==> config.mk <==
export PLATFORM = sky130hd
export DESIGN_NAME = bsg_tag_serial_tx
export DESIGN_NICKNAME = d
export VERILOG_FILES = /design/src/rtl/bsg_tag_pkg.sv /design/src/rtl/bsg_tag_tx_shifter.sv /design/src/rtl/bsg_tag_serial_tx.sv
export SDC_FILE = /design/constraint.sdc
export NUM_CORES = 1
export LEC_CHECK = 0
export CAP_MARGIN = 5
export CORE_MARGIN = 3
export CORE_UTILIZATION = 40
export CTS_CLUSTER_DIAMETER = 30
export DETAILED_ROUTE_END_ITERATION = 7
export GPL_TIMING_DRIVEN = 0
export PLACE_DENSITY = 0.65
export RECOVER_POWER = 25
export SLEW_MARGIN = 20
export SYNTH_ARGS = -nofsm -noshare
export SYNTH_HDL_FRONTEND = slang
export SYNTH_SLANG_ARGS = --single-unit
==> constraint.sdc <==
create_clock -name clk_i -period 3.2 [get_ports clk_i]
set_clock_uncertainty 0.1 [all_clocks]
set_input_delay 0.64 -clock clk_i [delete_from_list [all_inputs] [get_ports clk_i]]
set_output_delay 0.64 -clock clk_i [all_outputs]
set_load 0.005 [all_outputs]
==> src/rtl/bsg_tag_pkg.sv <==
// Shared types and default geometry for the bsg_tag serial transmitter.
package bsg_tag_pkg;

    localparam int unsigned bsg_tag_els_gp           = 32;
    localparam int unsigned bsg_tag_lg_width_gp      = 4;
    localparam int unsigned bsg_tag_id_width_gp      = $clog2(bsg_tag_els_gp);
    localparam int unsigned bsg_tag_payload_width_gp = (1 << bsg_tag_lg_width_gp) - 1;

    typedef enum logic [2:0] {
        IDLE,
        RST_BURST,
        START,
        ID,
        DNR,
        LEN,
        PAYLOAD,
        GAP
    } bsg_tag_tx_state_e;

    typedef struct packed {
        logic                                master_reset;
        logic [bsg_tag_id_width_gp-1:0]      node_id;
        logic                                data_not_reset;
        logic [bsg_tag_lg_width_gp-1:0]      len;
        logic [bsg_tag_payload_width_gp-1:0] payload;
    } bsg_tag_tx_req_s;

endpackage

==> src/rtl/bsg_tag_tx_shifter.sv <==
// Loadable LSB-first shift register with a non-wrapping down-counter,
// shared by every multi-bit field of a tag packet.
module bsg_tag_tx_shifter #(
    parameter int unsigned data_width_p = 15,
    parameter int unsigned cnt_width_p  = 7
) (
    input  logic                    clk_i,
    input  logic                    reset_n_i,
    input  logic                    load_i,
    input  logic                    shift_i,
    input  logic [data_width_p-1:0] data_i,
    input  logic [cnt_width_p-1:0]  count_i,
    output logic                    next_bit_c,
    output logic                    done_c
);

    logic [data_width_p-1:0] data_r;
    logic [cnt_width_p-1:0]  cnt_r;

    // Load has priority; shifting stops once the counter reaches zero.
    always_ff @(posedge clk_i or negedge reset_n_i) begin
        if (!reset_n_i) begin
            data_r <= '0;
            cnt_r  <= '0;
        end else if (load_i) begin
            data_r <= data_i;
            cnt_r  <= count_i;
        end else if (shift_i && (cnt_r != '0)) begin
            data_r <= data_r >> 1;
            cnt_r  <= cnt_r - cnt_width_p'(1);
        end
    end

    assign next_bit_c = data_r[1];
    assign done_c     = (cnt_r == '0);

endmodule

==> src/rtl/bsg_tag_serial_tx.sv <==
// Transmit side of the bsg_tag serial protocol: serialises tag packets and
// master-reset bursts onto the tag data/enable pins with registered outputs.
module bsg_tag_serial_tx
    import bsg_tag_pkg::*;
#(
    parameter  int unsigned els_p            = bsg_tag_els_gp,
    parameter  int unsigned lg_width_p       = bsg_tag_lg_width_gp,
    parameter  int unsigned reset_ones_p     = 64,
    parameter  int unsigned gap_bits_p       = 2,
    localparam int unsigned id_width_lp      = $clog2(els_p),
    localparam int unsigned payload_width_lp = (1 << lg_width_p) - 1
) (
    input  logic                        clk_i,
    input  logic                        reset_n_i,
    input  logic                        v_i,
    output logic                        ready_o,
    input  logic                        master_reset_i,
    input  logic [id_width_lp-1:0]      node_id_i,
    input  logic                        data_not_reset_i,
    input  logic [lg_width_p-1:0]       len_i,
    input  logic [payload_width_lp-1:0] payload_i,
    output logic                        tag_data_o,
    output logic                        tag_en_o,
    output logic                        idle_o
);

    localparam int unsigned cnt_max_lp = (reset_ones_p > (1 << lg_width_p))
                                         ? reset_ones_p : (1 << lg_width_p);
    localparam int unsigned cnt_w_lp   = $clog2(cnt_max_lp + 1);

    bsg_tag_tx_state_e state_r, state_n;
    bsg_tag_tx_req_s   req_r;

    logic                        accept;
    logic                        load, shift;
    logic [payload_width_lp-1:0] ld_data;
    logic [cnt_w_lp-1:0]         ld_cnt;
    logic                        data_n, en_n;
    logic                        next_bit_c, done_c;

    assign accept = v_i & ready_o;

    bsg_tag_tx_shifter #(
        .data_width_p (payload_width_lp),
        .cnt_width_p  (cnt_w_lp)
    ) shifter (
        .clk_i      (clk_i),
        .reset_n_i  (reset_n_i),
        .load_i     (load),
        .shift_i    (shift),
        .data_i     (ld_data),
        .count_i    (ld_cnt),
        .next_bit_c (next_bit_c),
        .done_c     (done_c)
    );

    // Next state plus the bit that goes on the wire next cycle. Entering a
    // state loads its field and emits bit 0; staying shifts to the next bit.
    always_comb begin
        state_n = state_r;
        shift   = 1'b0;
        ld_data = '0;
        ld_cnt  = '0;
        data_n  = 1'b0;
        en_n    = 1'b0;

        case (state_r)
            IDLE:      if (accept) state_n = master_reset_i ? RST_BURST : START;
            RST_BURST: if (done_c) state_n = GAP;
                       else begin shift = 1'b1; data_n = 1'b1; en_n = 1'b1; end
            START:     if (done_c) state_n = ID;
            ID:        if (done_c) state_n = DNR;
                       else begin shift = 1'b1; data_n = next_bit_c; en_n = 1'b1; end
            DNR:       if (done_c) state_n = LEN;
            LEN:       if (done_c) state_n = (req_r.len != '0) ? PAYLOAD : GAP;
                       else begin shift = 1'b1; data_n = next_bit_c; en_n = 1'b1; end
            PAYLOAD:   if (done_c) state_n = GAP;
                       else begin shift = 1'b1; data_n = next_bit_c; en_n = 1'b1; end
            GAP:       if (done_c) state_n = IDLE;
                       else shift = 1'b1;
            default:   state_n = IDLE;
        endcase

        load = (state_n != state_r);

        if (load) begin
            case (state_n)
                RST_BURST: begin
                    ld_cnt = cnt_w_lp'(reset_ones_p - 1);
                    data_n = 1'b1;
                    en_n   = 1'b1;
                end
                START: begin
                    data_n = 1'b1;
                    en_n   = 1'b1;
                end
                ID: begin
                    ld_data = payload_width_lp'(req_r.node_id);
                    ld_cnt  = cnt_w_lp'(id_width_lp - 1);
                    data_n  = req_r.node_id[0];
                    en_n    = 1'b1;
                end
                DNR: begin
                    data_n = req_r.data_not_reset;
                    en_n   = 1'b1;
                end
                LEN: begin
                    ld_data = payload_width_lp'(req_r.len);
                    ld_cnt  = cnt_w_lp'(lg_width_p - 1);
                    data_n  = req_r.len[0];
                    en_n    = 1'b1;
                end
                PAYLOAD: begin
                    ld_data = req_r.payload;
                    ld_cnt  = cnt_w_lp'(req_r.len) - cnt_w_lp'(1);
                    data_n  = req_r.payload[0];
                    en_n    = 1'b1;
                end
                GAP:       ld_cnt = cnt_w_lp'(gap_bits_p - 1);
                default:   ;
            endcase
        end
    end

    always_ff @(posedge clk_i or negedge reset_n_i) begin
        if (!reset_n_i) begin
            state_r    <= IDLE;
            req_r      <= '0;
            tag_data_o <= 1'b0;
            tag_en_o   <= 1'b0;
            ready_o    <= 1'b0;
            idle_o     <= 1'b1;
        end else begin
            state_r    <= state_n;
            tag_data_o <= data_n;
            tag_en_o   <= en_n;
            ready_o    <= (state_n == IDLE);
            idle_o     <= (state_n == IDLE);
            if (accept) begin
                req_r <= '{master_reset:   master_reset_i,
                           node_id:        node_id_i,
                           data_not_reset: data_not_reset_i,
                           len:            len_i,
                           payload:        payload_i};
            end
        end
    end

    // Out-of-range ids are sent as-is; flag them in simulation only.
    id_range_a: assert property (@(posedge clk_i) disable iff (!reset_n_i)
        (accept && !master_reset_i) |-> (32'(node_id_i) < els_p))
        else $warning("node_id_i %0d is not below els_p", node_id_i);

endmodule

Yosys cells after proc, flatten, opt, wreduce, memory -nomap -nowiden
Cells that the tools add are included.
{"block": "word_totals", "word_cells": 67, "input_bits": 29, "out_inout_bits": 4, "reg_bits": 54}
{"block": "classes", "bitwise_logic": 1, "muxes": 25, "eq_ne": 15, "n_reduce_logical": 13, "add_sub_neg": 2}
{"operator": "$pmux 15 s3", "n": 1}
{"operator": "$pmux 7 s5", "n": 1}
{"operator": "$mux 15", "n": 2}
{"operator": "$eq 3x3->1 const B", "n": 8}
{"operator": "$mux 3", "n": 7}
{"operator": "$pmux 3 s7", "n": 1}
{"operator": "$mux 7", "n": 2}
{"operator": "$eq 3x2->1 const B", "n": 4}
{"operator": "$mux 1", "n": 8}
{"operator": "$logic_not 7->1", "n": 1}
{"operator": "$reduce_bool 7->1", "n": 1}
{"operator": "$sub 7x1->7 const B", "n": 1}
{"operator": "$eq 3x1->1 const B", "n": 2}
{"operator": "$logic_not 3->1", "n": 2}
{"operator": "$reduce_or 6->1", "n": 1}
{"operator": "$pmux 1 s5", "n": 1}
{"operator": "$reduce_or 5->1", "n": 1}
{"operator": "$sub 4x1->5 const B", "n": 1}
{"operator": "$reduce_bool 4->1", "n": 1}
{"operator": "$reduce_or 2->1", "n": 2}
{"operator": "$reduce_or 4->1", "n": 1}
{"operator": "$ne 3x3->1", "n": 1}
{"operator": "$reduce_or 3->1", "n": 1}
{"operator": "$mux 2", "n": 1}
{"operator": "4 further kinds", "n": 4}

Longest topological paths before layout
{"block": "logic_depth", "word_depth": 8, "depth_mapped": 10, "depth_no_buf": 9}

Modules after synthesis
A second synthesis with hierarchy kept.
{"block": "hier_totals", "hier_cells": 323, "hier_area_um2": 3236.9}
{"module": "bsg_tag_serial_tx", "seq_area_each_um2": 802.0, "area_each_um2": 1896.8, "cells_each": 178, "n_inst": 1}
{"module": "bsg_tag_tx_shifter", "seq_area_each_um2": 525.5, "area_each_um2": 1340.0, "cells_each": 145, "n_inst": 1}

Worst setup path after synthesis
No wires, ideal clock.
{"block": "synth_path", "path_kind": "register to register", "start": "register req_r[15] (netlist name)", "end": "register tag_data_o", "path_stages_with_launch": 10, "slack_ps": 850, "period_less_slack_ps": 2350, "t_arrival_ps": 2112, "n_path_buf": 1, "t_required_ps": 2962, "path_cell_list": "dfrtp_1 > inv_1 > ha_1 > or4bb_1 > a21oi_2 > o32ai_4 > and3_4 > buf_6 > a221oi_1 > a22oi_1"}
{"block": "synth_via", "elab_chain_len": 8, "word_cells_on_any_way": 14, "classes_between": "eq/ne: 7; mux: 5; reduce/logical: 2"}
{"element": "start, declared", "line_no": "bsg_tag_serial_tx.sv:32", "rtl": "bsg_tag_tx_req_s req_r;"}
{"element": "start signal, assigned", "line_no": "bsg_tag_serial_tx.sv:140", "rtl": "req_r <= '{master_reset: master_reset_i,"}
{"element": "$reduce_bool 4->1", "line_no": "bsg_tag_serial_tx.sv:75", "rtl": "LEN: if (done_c) state_n = (req_r.len != '0) ? PAYLOAD : GAP;"}
{"element": "$mux 1", "line_no": "bsg_tag_serial_tx.sv:75"}
{"element": "$mux 3", "line_no": "bsg_tag_serial_tx.sv:75"}
{"element": "$pmux 3 s7", "line_no": "bsg_tag_serial_tx.sv:67", "rtl": "case (state_r)"}
{"element": "$eq 3x2->1 or $eq 3x1->1 (tied branches)", "line_no": "bsg_tag_serial_tx.sv:87", "rtl": "case (state_n)"}
{"element": "$reduce_or 2->1 (no source line)"}
{"element": "$pmux 1 s5", "line_no": "bsg_tag_serial_tx.sv:87"}
{"element": "$mux 1 *", "line_no": "bsg_tag_serial_tx.sv:86", "rtl": "if (load) begin"}
{"element": "net data_n", "line_no": "bsg_tag_serial_tx.sv:38", "rtl": "logic data_n, en_n;"}
{"element": "end signal, assigned", "line_no": "bsg_tag_serial_tx.sv:135", "rtl": "tag_data_o <= data_n;"}
{"element": "end, declared", "line_no": "bsg_tag_serial_tx.sv:22", "rtl": "output logic tag_data_o,"}
Mark *: on every way through the listed nets, which the timed path passes. The rest lies on a longest branch.
A chain may end at the register's enable or synchronous reset.

Worst setup path after layout
{"block": "layout_path", "start": "input v_i", "end": "register shifter.data_r[12]"}
{"block": "layout_via", "elab_chain_len": 6, "word_cells_on_any_way": 10, "classes_between": "eq/ne: 4; mux: 4; bitwise: 1; reduce/logical: 1"}
{"element": "start, declared", "line_no": "bsg_tag_serial_tx.sv:15", "rtl": "input logic v_i,"}
{"element": "$and 1x1->1 *", "line_no": "bsg_tag_serial_tx.sv:41", "rtl": "assign accept = v_i & ready_o;"}
{"element": "$mux 3 *", "line_no": "bsg_tag_serial_tx.sv:68", "rtl": "IDLE: if (accept) state_n = master_reset_i ? RST_BURST : START;"}
{"element": "$pmux 3 s7 *", "line_no": "bsg_tag_serial_tx.sv:67"}
{"element": "$eq 3x3->1 or $eq 3x2->1 (tied branches)", "line_no": "bsg_tag_serial_tx.sv:87"}
{"element": "$pmux 15 s3", "line_no": "bsg_tag_serial_tx.sv:87"}
{"element": "$mux 15", "line_no": "bsg_tag_tx_shifter.sv:25", "rtl": "end else if (load_i) begin"}
{"element": "end signal, assigned", "line_no": "bsg_tag_tx_shifter.sv:26", "rtl": "data_r <= data_i;"}
{"element": "end signal, assigned", "line_no": "bsg_tag_tx_shifter.sv:29", "rtl": "data_r <= data_r >> 1;"}
{"element": "end, declared", "line_no": "bsg_tag_tx_shifter.sv:17", "rtl": "logic [data_width_p-1:0] data_r;"}
Every way passes the cells marked *; elsewhere a longest branch is shown, timed or not.

==> impl_results.md <==
- Post-synthesis sequential area ratio: 49.9%
- Pin count of the biggest net entering global routing: 54
- Postcts setup bufs: 0
- Die Span Y: 87.6 µm
- RSZ-0062 raised after global routing: no
- Synth top area share: 48.9%
- Vias: 1,900
- Final instance area: 3160 µm²
- Mapped Nets: 259
- Primary FF master, synth: dfrtp_1
- PwrDens: 343 nW/µm²
- Core ar.: 6390 µm²
- Most instantiated cells after synthesis: dfrtp_1, mux2_2, nand2_1
- Post-Syn Area: 2660 µm²
- CTS tree: built
- Die width: 87.6 µm
- Max-cap violation count: 0
- Non-filler instance count after layout: 344
- Top cells by area, synth: dfrtp_1, mux2_2, a22o_1
- Register area: 1330 µm²
- Layout cells sized above 1: 21.7%
- Crit-path max FO: 10
- Full die area: 7670 µm²
- Max-slew violations: 0
- Slew HR: 14.5%
- Worst Path Required: 3.35 ns
- CTS buffer count: 5
- Crit Path Class: in2reg
- Hold Crit Class: reg2reg
- Hold Slack: 0.378 ns
- Total design power: 1.08 mW
- Status: finished, final reports clean
- First-pass GRT wire length: 9.32 mm
- Hold Fails Final Rpt: 0
- Initial antenna violation count: 0
- Post-synth top area cell: dfrtp_1
- Final min period: 2.82 ns
- Lkg Pwr: 1.49 nW
- Post-DP Area: 3080 µm²
- Clock sink total: 53
- Final setup margin: 0.376 ns
- DRC: 0
- Fin crit share: 88.2%
- GRT Util Overall: 15.3%
- Hold buffers post-CTS: 0
- Post-Synthesis Cells: 227
- Setup-failing EPs final: 0
- Port bufs: 32
- Clock slew at reported path FFs: 0.09 ns
- Clk_lat worst skew: 0.30 ns
- Detail Route Antenna Nets: 0
- Yosys Warn Count: 0
- Seq cells post-synth: 53
- Dpl ws: 0.0149 ns
- Post-Route WL: 5.43 mm
- Area Overhead vs Synth: 18.7%
- Top-count cell post-synth: dfrtp_1
- Crit end category: register
- Total grt overflow: 0
- Max frequency: 354 MHz
- H-tree depth: 2
- Antenna cells: 0
- Util after Layout: 49.5%
- Critical path arrival: 2.98 ns
- Actual slew at the worst max-slew pin: 1.28 ns
- Average vias per placed instance: 5.52
- Area of the multi-input gates: 1240 µm²
- Fin nets: 298
- GPL Wtd Cong: 0.920
- Root Driver: clkbuf_8
- Detailed-router iteration count before antenna repair: 4
- Startpoint types: input port
- DR WL/cell: 15.8 µm
- 1st-iter DRT viols: 168
- FFs w/ async S/R, synth: 100%
- Fillers: 598
- I/O pin cnt: 33
- Placed cells: 336
- EDFF count, synth: 0
- Setup TNS: 0 ns
- Initial core utilization: 41.7%
- Row count: 29
- Vias in the first global route: 1,943
- Clock buffer depth: 2
- DP HPWL: 3.94 mm
- Peak supply drop: 0.000294 V
- Post_cts resized: 0
- Mean Syn Cell Area: 11.7 µm²
- Unique masters post-synth: 54
state kept, by name, summed over array words and instances (netlist names):
register / flops
shifter.data_r: 14
req_r: 25
ready_o: 1
tag_data_o: 1
shifter.cnt_r: 7
state_r: 3
idle_o: 1
tag_en_o: 1
kinds of logic (layout without fill, tap and decap cells):
kind of cell	after synthesis	after routing	share of synthesized area, %
AO/OA/AOI/OAI	66	66	19.3
XOR/XNOR	8	8	2.63
adder cells (fa/ha/maj)	3	3	1.41
buffers and inverters	21	61	3.57
flip-flops	53	53	49.9
multiplexers	29	29	12.6
AND/OR/NAND/NOR	47	47	10.7
where the power goes:
part	total [mW]	internal (mW)	switching, mW
Combinational	0.0457	0.0290	0.0167
Clock	0.368	0.151	0.217
Sequential	0.669	0.669	0
cell usage in the layout (no fill, tap or decap), types with 2 or more instances in the layout:
cell	netlist	routed
clkdlybuf4s50_1	0	31
buf_2	6	6
o21ai_0	10	10
clkbuf_8	0	5
nor3b_1	2	2
nand2_1	15	15
clkbuf_1	2	2
dfrtp_1	52	52
and2_1	2	2
nor2_1	5	5
ha_1	3	3
xor2_1	5	5
and3_1	2	2
a21oi_2	2	2
a21oi_1	11	11
inv_1	8	8
buf_1	2	2
nand3_1	2	2
a22o_1	9	9
a221oi_1	8	8
clkinv_2	1	3
o211ai_1	2	2
nor3_1	8	8
mux2_2	26	26
a211oi_1	2	2
a21o_1	9	9
mux2i_1	2	2
xnor2_1	3	3
per-layer routing:
layer	global-route usage (%)	vias up	part of all wire [%]
li1	-	920	-
met1	22.0	941	47
met2	23.8	33	49
met3	2.54	6	3.0
met4	4.60	0	1.1
met5	0	-	0
worst max-delay path: stages:
cell             delay, ns
clkdlybuf4s50_1       0.42
nand2_1               0.09
clkbuf_1              0.47
nor2_1                0.14
a21o_1                0.17
buf_2                 0.17
nor2_1                0.56
a22o_1                0.23
a21o_1                0.08
cell type report:
cell class / instances / share of cell area, %
clock buffer: 5 / 2.18
inverter: 10 / 1.23
multi-input combinational: 153 / 39.2
timing repair buffer: 32 / 9.98
buffer: 11 / 1.78
tap: 77 / 3.05
clock inverter: 3 / 0.554
sequential: 53 / 42.0
worst paths after layout:
kind / slack (ns) / cells after the start / to / from
setup / recovery: 0.38 / 9 / shifter.data_r[12] / v_i
hold / removal: 0.38 / 1 / shifter.data_r[8] / req_r[8]
max in group asynchronous: 1.72 / 1 / req_r[2] / reset_n_i
hold reg to reg: 0.38 / 1 / shifter.data_r[8] / req_r[8]
setup reg to reg: 0.47 / 10 / shifter.cnt_r[5] / shifter.cnt_r[0]
min in group asynchronous: 0.51 / 1 / shifter.cnt_r[4] / reset_n_i
No activity file was read; power rests on OpenSTA's default activity.
